## src/rtl/sdram_ctrl_if_param.sv

```systemverilog
// -----------------------------------------------------------------------------
// sdram_ctrl_if_param
//
// Control interface between the 4-port arbiter and the SDRAM command FSM.
// Registers the host command/address, runs the power-up initialisation
// sequence (wait, precharge, N auto-refreshes, load-mode), generates periodic
// refresh ticks and tracks owed refreshes in a saturating pending counter.
// A REINIT pulse (accepted only once init has completed) restarts everything.
//
// Ports
//   CLK, RESET_N            clock, asynchronous active-low reset
//   CMD[1:0], ADDR          host command (00 NOP, 01 READA, 10 WRITEA) / address
//   REF_ACK                 command FSM issued one refresh (1-cycle pulse)
//   CM_ACK                  command FSM accepted a command
//   REINIT                  request full re-initialisation (1-cycle pulse)
//   NOP, READA, WRITEA      registered one-hot command decode
//   REFRESH, PRECHARGE,
//   LOAD_MODE               init-sequence command pulses
//   SADDR                   ADDR delayed one cycle
//   INIT_REQ, INIT_DONE     power-up wait active / init sequence complete
//   REF_REQ, REF_URGENT,
//   REF_PEND[2:0], REF_OVF  refresh bookkeeping
//   CMD_ACK                 acknowledge pulse to the host
// -----------------------------------------------------------------------------
module sdram_ctrl_if_param #(
  parameter int ASIZE        = 23,
  parameter int INIT_PER     = 24000,
  parameter int INIT_GAP     = 20,
  parameter int INIT_REF_NUM = 8,
  parameter int REF_PER      = 1024,
  parameter int REF_MAX_PEND = 4
) (
  input  logic             CLK,
  input  logic             RESET_N,
  input  logic [1:0]       CMD,
  input  logic [ASIZE-1:0] ADDR,
  input  logic             REF_ACK,
  input  logic             CM_ACK,
  input  logic             REINIT,
  output logic             NOP,
  output logic             READA,
  output logic             WRITEA,
  output logic             REFRESH,
  output logic             PRECHARGE,
  output logic             LOAD_MODE,
  output logic [ASIZE-1:0] SADDR,
  output logic             INIT_REQ,
  output logic             INIT_DONE,
  output logic             REF_REQ,
  output logic             REF_URGENT,
  output logic [2:0]       REF_PEND,
  output logic             REF_OVF,
  output logic             CMD_ACK
);

  // Init sequence milestones on the 24-bit init counter.
  localparam logic [23:0] INIT_PER_C = 24'(INIT_PER);
  localparam logic [23:0] PRE_AT_C   = 24'(INIT_PER + INIT_GAP);
  localparam logic [23:0] LMR_AT_C   = 24'(INIT_PER + (INIT_REF_NUM + 2) * INIT_GAP);
  localparam logic [23:0] END_AT_C   = 24'(INIT_PER + (INIT_REF_NUM + 3) * INIT_GAP);
  localparam logic [15:0] REF_PER_C  = 16'(REF_PER);
  localparam logic [2:0]  REF_MAX_C  = 3'(REF_MAX_PEND);

  logic [ASIZE-1:0] saddr_q, saddr_d;
  logic             nop_q, nop_d;
  logic             reada_q, reada_d;
  logic             writea_q, writea_d;
  logic             refresh_q, refresh_d;
  logic             precharge_q, precharge_d;
  logic             load_mode_q, load_mode_d;
  logic             init_req_q, init_req_d;
  logic             init_done_q, init_done_d;
  logic [23:0]      init_cnt_q, init_cnt_d;
  logic [15:0]      ref_timer_q, ref_timer_d;
  logic [2:0]       pend_q, pend_d;
  logic             ref_ovf_q, ref_ovf_d;
  logic             cmd_ack_q, cmd_ack_d;

  logic             reinit_acc_s;
  logic             ref_tick_s;
  logic             ref_ack_s;
  logic             ref_hit_s;

  // REINIT is only honoured once the init sequence has completed.
  assign reinit_acc_s = REINIT & init_done_q;
  // Refresh acks are meaningless until init is done.
  assign ref_ack_s    = REF_ACK & init_done_q;

  // Init sequencer: counter, done flag and the init command pulses.
  always_comb begin
    ref_hit_s = 1'b0;
    for (int k = 1; k <= INIT_REF_NUM; k++) begin
      if (init_cnt_q == 24'(INIT_PER + (k + 1) * INIT_GAP)) begin
        ref_hit_s = 1'b1;
      end else begin
        ref_hit_s = ref_hit_s;
      end
    end

    if (reinit_acc_s) begin
      init_cnt_d  = 24'd0;
      init_done_d = 1'b0;
      // The restarted sequence shows INIT_REQ straight away.
      init_req_d  = 1'b1;
      precharge_d = 1'b0;
      refresh_d   = 1'b0;
      load_mode_d = 1'b0;
    end else begin
      if (init_cnt_q == END_AT_C) begin
        init_cnt_d  = init_cnt_q;
        init_done_d = 1'b1;
      end else begin
        init_cnt_d  = init_cnt_q + 24'd1;
        init_done_d = init_done_q;
      end
      init_req_d  = (init_cnt_q < INIT_PER_C);
      precharge_d = (init_cnt_q == PRE_AT_C);
      refresh_d   = ref_hit_s;
      load_mode_d = (init_cnt_q == LMR_AT_C);
    end
  end

  // Host command decode, address register and host acknowledge.
  always_comb begin
    saddr_d   = ADDR;
    cmd_ack_d = CM_ACK & ~cmd_ack_q;
    if (!init_done_q) begin
      nop_d    = 1'b1;
      reada_d  = 1'b0;
      writea_d = 1'b0;
    end else begin
      case (CMD)
        2'b00: begin nop_d = 1'b1; reada_d = 1'b0; writea_d = 1'b0; end
        2'b01: begin nop_d = 1'b0; reada_d = 1'b1; writea_d = 1'b0; end
        2'b10: begin nop_d = 1'b0; reada_d = 1'b0; writea_d = 1'b1; end
        default: begin nop_d = 1'b0; reada_d = 1'b0; writea_d = 1'b0; end
      endcase
    end
  end

  // Refresh interval timer; ticks REF_PER+1 cycles apart once init is done.
  always_comb begin
    ref_tick_s = 1'b0;
    if (reinit_acc_s || !init_done_q) begin
      ref_timer_d = REF_PER_C;
    end else if (ref_timer_q == 16'd0) begin
      ref_tick_s  = 1'b1;
      ref_timer_d = REF_PER_C;
    end else begin
      ref_timer_d = ref_timer_q - 16'd1;
    end
  end

  // Pending refresh counter with saturation and sticky overflow.
  always_comb begin
    pend_d    = pend_q;
    ref_ovf_d = ref_ovf_q;
    if (reinit_acc_s) begin
      pend_d    = 3'd0;
      ref_ovf_d = 1'b0;
    end else begin
      case ({ref_tick_s, ref_ack_s})
        2'b10: begin
          if (pend_q == REF_MAX_C) begin
            ref_ovf_d = 1'b1;
          end else begin
            pend_d = pend_q + 3'd1;
          end
        end
        2'b01: begin
          if (pend_q != 3'd0) begin
            pend_d = pend_q - 3'd1;
          end else begin
            pend_d = pend_q;
          end
        end
        // Simultaneous tick and ack cancel, including at the maximum.
        default: begin
          pend_d = pend_q;
        end
      endcase
    end
  end

  // State and output registers.
  always_ff @(posedge CLK or negedge RESET_N) begin
    if (!RESET_N) begin
      saddr_q     <= '0;
      nop_q       <= 1'b0;
      reada_q     <= 1'b0;
      writea_q    <= 1'b0;
      refresh_q   <= 1'b0;
      precharge_q <= 1'b0;
      load_mode_q <= 1'b0;
      init_req_q  <= 1'b0;
      init_done_q <= 1'b0;
      init_cnt_q  <= 24'd0;
      ref_timer_q <= REF_PER_C;
      pend_q      <= 3'd0;
      ref_ovf_q   <= 1'b0;
      cmd_ack_q   <= 1'b0;
    end else begin
      saddr_q     <= saddr_d;
      nop_q       <= nop_d;
      reada_q     <= reada_d;
      writea_q    <= writea_d;
      refresh_q   <= refresh_d;
      precharge_q <= precharge_d;
      load_mode_q <= load_mode_d;
      init_req_q  <= init_req_d;
      init_done_q <= init_done_d;
      init_cnt_q  <= init_cnt_d;
      ref_timer_q <= ref_timer_d;
      pend_q      <= pend_d;
      ref_ovf_q   <= ref_ovf_d;
      cmd_ack_q   <= cmd_ack_d;
    end
  end

  assign NOP        = nop_q;
  assign READA      = reada_q;
  assign WRITEA     = writea_q;
  assign REFRESH    = refresh_q;
  assign PRECHARGE  = precharge_q;
  assign LOAD_MODE  = load_mode_q;
  assign SADDR      = saddr_q;
  assign INIT_REQ   = init_req_q;
  assign INIT_DONE  = init_done_q;
  assign REF_OVF    = ref_ovf_q;
  assign CMD_ACK    = cmd_ack_q;
  // Refresh status is hidden until the init sequence has finished.
  assign REF_PEND   = init_done_q ? pend_q : 3'd0;
  assign REF_REQ    = init_done_q & (pend_q != 3'd0);
  assign REF_URGENT = init_done_q & (pend_q == REF_MAX_C);

endmodule

```

## config.mk

```make
export PLATFORM = sky130hd
export DESIGN_NAME = sdram_ctrl_if_param
export DESIGN_NICKNAME = d
export VERILOG_FILES = /design/src/rtl/sdram_ctrl_if_param.sv
export SDC_FILE = /design/constraint.sdc
export NUM_CORES = 1
export LEC_CHECK = 0
export ABC_AREA = 1
export BUFFER_PORTS_ARGS = -buffer_cell sky130_fd_sc_hd__buf_2
export CAP_MARGIN = 25
export CORE_UTILIZATION = 60
export CTS_BUF_LIST = sky130_fd_sc_hd__clkbuf_2 sky130_fd_sc_hd__clkbuf_4 sky130_fd_sc_hd__clkbuf_8
export DETAILED_ROUTE_END_ITERATION = 10
export HOLD_SLACK_MARGIN = 0.06
export PLACE_DENSITY = 0.92
export REMOVE_ABC_BUFFERS = 1
export SYNTH_ARGS = -nofsm -noshare
export SYNTH_HDL_FRONTEND = slang
export SYNTH_SLANG_ARGS = --single-unit
```

## constraint.sdc

```tcl
create_clock -name CLK -period 4.3 [get_ports CLK]
set_input_delay 0.215 -clock CLK [delete_from_list [all_inputs] [get_ports CLK]]
set_output_delay 0.215 -clock CLK [all_outputs]
set_load 0.005 [all_outputs]
```

; After elaboration in Yosys (flattened, before gate mapping)
; Cells that the tools add are included.
[totals]
regBits = 76
output_inout_bits = 38
word_cells = 89
[op_classes]
addsub = 4
order_cmp = 1
eq_ne = 19
muxes = 34
bitwise = 6
reduce_logical = 11
[ops]
columns = operator, count
row1 = "24-bit by 15-bit equality test with 1-bit output, second input constant", 11
row2 = 24-bit two-way mux, 2
row3 = 16-bit two-way mux, 2
row4 = 1-bit two-way mux, 25
row5 = "24-bit by 1-bit adder with 24-bit output, second input constant", 1
row6 = "24-bit by 15-bit less-than comparator with 1-bit output, second input constant", 1
row7 = 16-bit logical NOT, 1
row8 = "16-bit by 1-bit subtractor with 16-bit output, second input constant", 1
row9 = 3-bit two-way mux, 4
row10 = "3-bit != test, second input constant", 2
row11 = 3-bit case mux with 2 select lines, 1
row12 = 2-bit nonzero test, 3
row13 = 3-bit nonzero test, 2
row14 = 1-bit AND, 5
row15 = "2-bit by 1-bit equality test with 1-bit output, second input constant", 2
row16 = "2-bit equality test, second input constant", 2
row17 = "3-bit by 1-bit adder with 3-bit output, second input constant", 1
row18 = "3-bit equality test, second input constant", 1
row19 = 3-bit AND reduction, 1
row20 = "3-bit by 1-bit subtractor with 3-bit output, second input constant", 1
row21 = 2-bit logical NOT, 1
row22 = "2-bit != test, second input constant", 1
row23 = 2-bit AND reduction, 1
row24 = 1-bit logical NOT, 1
row25 = 2 further kinds, 2

; Longest topological paths before layout
; Gate-level depths: netlist (run 1).
[depth]
word_depth = 10
mapped_depth = 14
depth_no_buf = 14

; Worst setup path after synthesis (run 1)
; No wires, ideal clock.
[synth_path]
path_kind = register -> register
from = register ref_timer_q[0]
to = register pend_q[2]
setup_ps = 119
arrival_time_ps = 1826
t_required_ps = 4181
setup_slack_ps = 2356
stages_incl_launch_ff = 15
path_buffers = 0
period_less_slack_ps = 1944
cell_sequence = dfrtp_1 inv_1 ha_1 nand2_1 nor2_1 nand3_1 nand2_1 inv_1 fa_1 xor2_1 nand3_1 nand2_1 nor2_1 nand3_1 nand2_1
[synth_via]
elab_chain_len = 6
elab_cells_between_ends = 11
cone_classes = eq/ne: 4 / mux: 4 / reduce/logical: 3
[synth_lines]
columns = element, line_no
row1 = start: declaration, 74  ; logic [15:0] ref_timer_q, ref_timer_d;
row2 = start signal: assignment, 213  ; ref_timer_q <= ref_timer_d;
row3 = 16-bit logical NOT *, 146  ; end else if (ref_timer_q == 16'd0) begin
row4 = 1-bit two-way mux *, 146
row5 = 1-bit two-way mux *, 144  ; if (reinit_acc_s || !init_done_q) begin
row6 = 2-bit by 1-bit equality test with 1-bit output / 2-bit equality test (equally long branches), 162  ; case ({ref_tick_s, ref_ack_s})
row7 = 3-bit != test (no line) (tied with other cells), n/a
row8 = 3-bit AND reduction (no line) / 3-bit two-way mux (equally long branches), n/a
row9 = end signal: assignment, 214  ; pend_q <= pend_d;
row10 = end: declaration, 75  ; logic [2:0] pend_q, pend_d;
; Every way passes the cells marked *; elsewhere a longest branch is shown, timed or not.
; A chain may end at the register's enable or synchronous reset.

; Worst setup path in the final report (run 1)
; Ends and elaborated chain as after synthesis.

==> results of run 1 <==
==> critical path: cells and delay by family (launching register included) <==
kind | cells | cell delay, ns
adder cells (fa/ha/maj) | 2 | 0.57
flip-flops | 1 | 0.40
XOR/XNOR | 1 | 0.21
AND/OR/NAND/NOR | 9 | 0.83
buffers and inverters | 2 | 0.17
==> through the flow <==
step           worst slack [ns]  total power [W]
3_3_place_gp               2.23          0.00119
3_5_place_dp               2.14          0.00121
6_report                   2.03          0.00172
4_1_cts                    2.08          0.00172
5_1_grt                    1.80          0.00181
2_1_floorplan              2.35          0.00110
==> layout make-up <==
cell class	count	area (um^2)	area share, %
inverters	59	223	5.03
flip-flops and latches	76	1900	43.0
well taps	72	90.1	2.03
repair buffers	94	608	13.7
multi-input cells	274	1430	32.2
clock inverters	5	37.5	0.848
clock buffers	11	139	3.14
==> worst min-delay path by stage <==
stage	start	to	slack, ns	cells past startpoint
4_1_cts	REINIT	ref_timer_q[10]	0.30	5
6_report	REINIT	ref_timer_q[10]	0.31	5
3_5_place_dp	ADDR[5]	SADDR[5]	0.32	1
3_3_place_gp	ADDR[18]	SADDR[18]	0.32	1
2_1_floorplan	RESET_N	CMD_ACK	-0.08	0
5_1_grt	REF_ACK	REF_OVF	0.35	4
==> logic make-up after synthesis <==
logic type               count (synthesis)  synth area share [%]
buffers and inverters                   63                  6.82
flip-flops                              76                  53.2
AO/OA/AOI/OAI                           44                  6.76
adder cells (fa/ha/maj)                  5                  1.96
XOR/XNOR                                14                  3.43
AND/OR/NAND/NOR                        211                  27.8
==> registers in the layout (all words and copies together), names as in the netlist, 3 cells and up <==
| name | count |
|---|---|
| SADDR | 23 |
| pend_q | 3 |
| ref_timer_q | 16 |
| init_cnt_q | 24 |
==> power by group through the flow <==
stage	Sequential, W	Clock, W	Combinational (W)
floorplan	0.000849	0	0.000252
global route	0.000862	0.000524	0.000424
CTS	0.000850	0.000496	0.000372
global placement	0.000858	0	0.000334
finish	0.000851	0.000486	0.000378
detailed placement	0.000863	0	0.000349
==> metal layers <==
layer / part of all wire (%) / wire (um) / track usage (%)
met4: 1.9 / 155 / 9.82
met5: 0 / 0 / 0
met2: 50 / 4060 / 46.8
met1: 41 / 3340 / 36.1
met3: 6.6 / 531 / 6.78
==> cells in the final DEF, fill, tap and decap left out, types with 2 or more instances in the layout <==
cell type / instances
o21ai_0: 8
xor2_1: 11
inv_2: 10
o21ai_2: 2
nand4_1: 12
nor3_4: 2
nor3_1: 12
nor2_4: 2
nand3_1: 29
clkbuf_8: 9
nor4_1: 3
clkbuf_4: 2
nand2_1: 70
dfrtp_1: 75
xnor2_1: 3
clkinv_2: 2
clkinvlp_4: 2
buf_2: 66
ha_1: 4
nor2_1: 63
a21oi_1: 23
inv_1: 47
nor2_2: 5
nand2_2: 5
nand3_2: 2
a31oi_1: 2
o21ai_1: 5
dlygate4sd3_1: 27
==> cells in the mapped netlist (2+ instances only) <==
cell | n | area share, %
a21oi_1 | 23 | 3.2
a31oi_1 | 2 | 0.35
dfrtp_1 | 75 | 53
ha_1 | 4 | 1.4
inv_1 | 47 | 4.9
inv_2 | 10 | 1.1
nand2_1 | 70 | 7.4
nand2_2 | 5 | 0.88
nand3_1 | 29 | 4.1
nand3_2 | 2 | 0.56
nand4_1 | 12 | 2.1
nor2_1 | 63 | 6.6
nor2_2 | 5 | 0.88
nor2_4 | 2 | 0.63
nor3_1 | 12 | 1.7
nor3_4 | 2 | 0.91
nor4_1 | 3 | 0.53
o21ai_0 | 8 | 1.1
o21ai_1 | 5 | 0.70
o21ai_2 | 2 | 0.49
xnor2_1 | 3 | 0.74
xor2_1 | 11 | 2.7
==> what timing repair did <==
action                    in CTS  in global routing
hold endpoints to repair     101                  0
gates resized for setup        0                  0
hold buffers                  27                  0
==> out/metrics.yaml, run 1 <==
status: "completed"
setup_viol: 0
clock_skew_ns: 0.00953
hold_viol: 0
arrival_ns: 2.50
die_y_um: 79.2
r2r_slack_ns: 2.03
viasPerCell: 5.41
synth-seq-cells: 76
area_delta_synth_final_pct: 23.9
crit_end: "pend_q[2]"
fillers: 362
path_class: "reg -> reg"
diodes: 0
rsz0062_at_grt: "no"
grt_max_degree: 77
switching_share_pct: 32.9
avgSynthCellArea_um2: 8.66
fin_util_pct: 79.0
cp.required_ns: 4.53
hp-class: "in -> reg"
drtIter0Drc: 337
grt_pass1_vias: 3063
p_leak_nw: 2.27
synthDistinctLibCells: 40
slew_headroom_pct: 39.8
ys.flop_type: "dfrtp_1"
wire_per_inst_um: 13.7
ios: 68
place_area_um2: 3980
final_nets: 549
holdWs_ns: 0.314
fin_crit_ns: 2.27
grt_overflow: 0
cpMostUsedCell: "nand2_1"
clock_path_buffers: 2
final_area_um2: 4430
antenna_found_initial: 0
globalplace.congestion: 0.884
worst_setup_path_start_kind: "flip-flop"
syn_area_um2: 3570
ant_nets: 0
r2r_end: "pend_q[2]"
stdcell_count: 591
hpwl_um: 5370
clkSlewWorstSetupHoldPaths_ns: 0.08
synth_async_sr_flop_share_pct: 100
drt_wl_total_um: 8100
pwr-share-clk_pct: 28.4
cp-end-kind: "flip-flop"
grt_pass1_wl_um: 13500
rr_startpoint: "ref_timer_q[0]"
syn_inst: 413
synth-edff-count: 0
vdd_ir_drop_max_mv: 0.299
min_period_over_period_pct: 52.8
combPwrFrac_pct: 22.0
first_pass_iters: 5
drv_cap: 0
num_rows: 27
htree_levels: 3
cts_tree: "done"
sequentialPowerShare_pct: 49.6
internal-power_w: 0.00115
final-max-slew-violation-count: 0
final_layout_size_suffix_gt1_share_pct: 22.4
portBuffers: 67
switching_power_w: 0.000564
core_area_um2: 5610
worst_r2r_path_depth: 14
numCtsBuffers: 9
yosys_warnings: 0
vias: 3195
post_cts_buffers: 0
critPathSlowestCell: "dfrtp_1"
critical_path.max_stage_delay_ns: 0.40
dieArea_um2: 6270
fin_setup_tns_ns: 0
crit_chain: "inv_1, ha_1, nand2_1, nor2_1, nand3_1, nand2_1, inv_1, fa_1, xor2_1, nand3_1, nand2_1, nor2_1, nand3_1, nand2_1"
synth_seq_area_share_pct: 53.2
crit_path_max_fanout: 4
numPlacedInstances: 548
clkLatencyLatePin_ns: 0.34
die_w_um: 79.2
drc_errors: 0
fmax_ghz: 0.441
powerDensity_nw_per_um2: 387
tightest_slew_ns: 0.903
clkSinkCount: 76
grt.total_usage_pct: 28.2
start_util_pct: 63.7
cts_root_buf: "clkbuf_8"
critPathLaunch: "ref_timer_q[0]"
No activity file was read; power rests on OpenSTA's default activity.
==> run 2: changes to the inputs <==
--- a/config.mk
+++ b/config.mk
@@ -8,11 +8,11 @@
 export ABC_AREA = 1
 export BUFFER_PORTS_ARGS = -buffer_cell sky130_fd_sc_hd__buf_2
 export CAP_MARGIN = 25
-export CORE_UTILIZATION = 60
+export CORE_UTILIZATION = 57
 export CTS_BUF_LIST = sky130_fd_sc_hd__clkbuf_2 sky130_fd_sc_hd__clkbuf_4 sky130_fd_sc_hd__clkbuf_8
 export DETAILED_ROUTE_END_ITERATION = 10
 export HOLD_SLACK_MARGIN = 0.06
-export PLACE_DENSITY = 0.92
+export PLACE_DENSITY = 0.89
 export REMOVE_ABC_BUFFERS = 1
 export SYNTH_ARGS = -nofsm -noshare
 export SYNTH_HDL_FRONTEND = slang
==> constraint.sdc (replaced) <==
create_clock -name CLK -period 2.1 [get_ports CLK]
set_input_delay 0.105 -clock CLK [delete_from_list [all_inputs] [get_ports CLK]]
set_output_delay 0.105 -clock CLK [all_outputs]
set_load 0.005 [all_outputs]
==> out/metrics.yaml, run 2 (synthesis gave the netlist of run 1 again) <==
clkSinkCount: 76  # unchanged
diodes: 0  # unchanged
grt_pass1_wl_um: 13900  # +2.4%
worst-path-stages: 13  # -1
hpwl_um: 5520  # +2.8%
critical_path.max_stage_delay_ns: 0.41  # about the same
slew_headroom_pct: 39.1  # -0.67 points
cpMostUsedCell: "inv_2"
core_area_um2: 5990  # +6.8%
critPathLaunch: "ref_timer_q[1]"
grt_pass1_vias: 3168  # +3.4%
crit_family: "adder cells"
vias: 3330  # +4.2%
cp.required_ns: 2.35  # -2.18 ns
totalPowerFinal_w: 0.00378  # +120%
dieArea_um2: 6590  # +5.1%
fin_crit_ns: 2.04  # -0.233 ns
layout_commonest_cell: "dfrtp_1"
clock_path_buffers: 2  # unchanged
cts_tree: "done"
hold-path-cell-count: 4  # -1
portBuffers: 67  # unchanged
die_y_um: 81.2  # +2.5%
largest_reg_flops: 24  # unchanged
wire_per_inst_um: 15.3  # +12%
min_to: "REF_OVF"
fmax_ghz: 0.491  # +11%
drv_cap: 0  # unchanged
grt.total_usage_pct: 28.7  # +0.53 points
setup_viol: 0  # unchanged
r2r_end: "pend_q[2]"
hold_viol: 0  # unchanged
powerDensity_nw_per_um2: 814  # +110%
grt_max_degree: 77  # unchanged
first_pass_iters: 5  # unchanged
p_leak_nw: 2.36  # +3.8%
grt_overflow: 0  # unchanged
vdd_ir_drop_max_mv: 0.729  # +140%
clkLatencyLatePin_ns: 0.37  # +0.03 ns
final_cell_mix: "75 x dfrtp_1, 67 x nand2_1, 66 x buf_2, 56 x nor2_1, 44 x inv_1"
cts_root_buf: "clkbuf_8"
ant_nets: 0  # unchanged
num_rows: 28  # +3.7%
final_layout_size_suffix_gt1_share_pct: 27.4  # +5.0 points
cp-end-kind: "flip-flop"
ios: 68  # unchanged
start_util_pct: 59.7  # -4.1 points
final_nets: 563  # +2.6%
numCtsBuffers: 9  # unchanged
htree_levels: 3  # unchanged
clock_skew_ns: 0.0183  # +0.00882 ns
r2r_slack_ns: 0.06  # -1.97 ns
worst_r2r_path_depth: 13  # -1
crit_path_max_fanout: 2  # -2
largest_register: "init_cnt_q"
viasPerCell: 5.48  # +1.3%
hp-class: "in -> reg"
rr_startpoint: "ref_timer_q[1]"
critPathSlowestCell: "dfrtp_1"
path_class: "reg -> reg"
worst_slack_ns: 0.0634  # -1.97 ns
holdWs_ns: 0.190  # -0.124 ns
status: "completed"
antenna_found_initial: 0  # unchanged
arrival_ns: 2.29  # -0.21 ns
area_delta_synth_final_pct: 29.8
cp_num_buf_inv: 2  # unchanged
min_period_over_period_pct: 97.0  # +44 points
globalplace.congestion: 0.930  # +5.2%
final-max-slew-violation-count: 0  # unchanged
clkSlewWorstSetupHoldPaths_ns: 0.08  # about the same
worst_setup_path_start_kind: "flip-flop"
die_w_um: 81.2  # +2.5%
dpl_worst_slack_ns: 0.0130  # -2.13 ns
tightest_slew_ns: 0.913  # +0.0100 ns
drc_errors: 0  # unchanged
drtIter0Drc: 349  # +3.6%
drt_wl_total_um: 9320  # +15%
worstHoldStart: "REF_ACK"
crit_chain: "inv_2, ha_4, nand2_4, nor2_4, nand3_2, nand2_2, inv_2, fa_2, xor2_2, a21oi_1, nor2_1, nand3_1, nand2_1"
## run 2: cell types whose count changed in the layout (fill, tap and decap cells not counted), sizes merged
| cell | before | now |
|---|---|---|
| buf | 67 | 80 |
| bufinv | 0 | 1 |
| clkbuf | 11 | 10 |
| clkinv | 4 | 5 |
| clkinvlp | 2 | 1 |
| dlygate4sd3 | 27 | 28 |
## run 2: layout make-up
type | instances | area, um^2
Timing Repair Buffer | 108 | 716
Multi-Input combinational cell | 274 | 1500
Clock buffer | 10 | 131
Fill cell | 385 | 1350
Tap cell | 75 | 93.8
Inverter | 59 | 223
Clock inverter | 6 | 72.6
Sequential cell | 76 | 1900
## run 2: power by group
| part | internal [W] | leakage [nW] | switching [W] | total [W] |
|---|---|---|---|---|
| Combinational | 0.000347 | 1.29 | 0.000511 | 0.000858 |
| Sequential | 0.00159 | 0.975 | 0.000159 | 0.00175 |
| Clock | 0.000572 | 0.100 | 0.000598 | 0.00117 |
## run 2: through the flow
| step | TNS, ns | cell area (um^2) | instances | util, % |
|---|---|---|---|---|
| finish | 0 | 4640 | 608 | 77.4 |
| detailed placement | 0 | 4030 | 557 | 67.3 |
| global route | -0.0595 | 4640 | 608 | 77.4 |
| CTS | 0 | 4520 | 601 | 75.4 |
| floorplan | 0 | 3550 | 409 | - |
| global placement | 0 | 4030 | 557 | 67.3 |
## run 2: what timing repair did
item | in CTS | in global routing
setup buffers | 0 | 7
setup endpoints to repair | 1 | 1
pin swaps | 0 | 8
hold endpoints to repair | 102 | 0
hold buffers | 28 | 0
resized for setup | 1 | 21
## run 2: worst register-to-register path, delay by kind of cell (launching register included)
family | cells | cell delay, ns
compound gates | 1 | 0.14
xor+xnor | 1 | 0.16
fa+ha+maj | 2 | 0.53
buf+inv | 2 | 0.15
flops | 1 | 0.41
simple gates | 7 | 0.53
## run 2: how the worst max path moves through the flow
stage,to,slack (ns)
after floorplan,pend_q[2],0.15
after global placement,pend_q[2],0.13
after detailed placement,pend_q[2],0.01
after CTS,pend_q[2],0.009
after global routing,pend_q[2],-0.06
final,pend_q[2],0.06
## run 2: per-layer routing
metal,vias up,part of all wire [%],global-route usage [%]
li1,1554,-,-
met1,1594,39,33.3
met3,32,6.2,6.85
met2,150,51,49.8
met5,-,0,0
met4,0,3.6,13.6
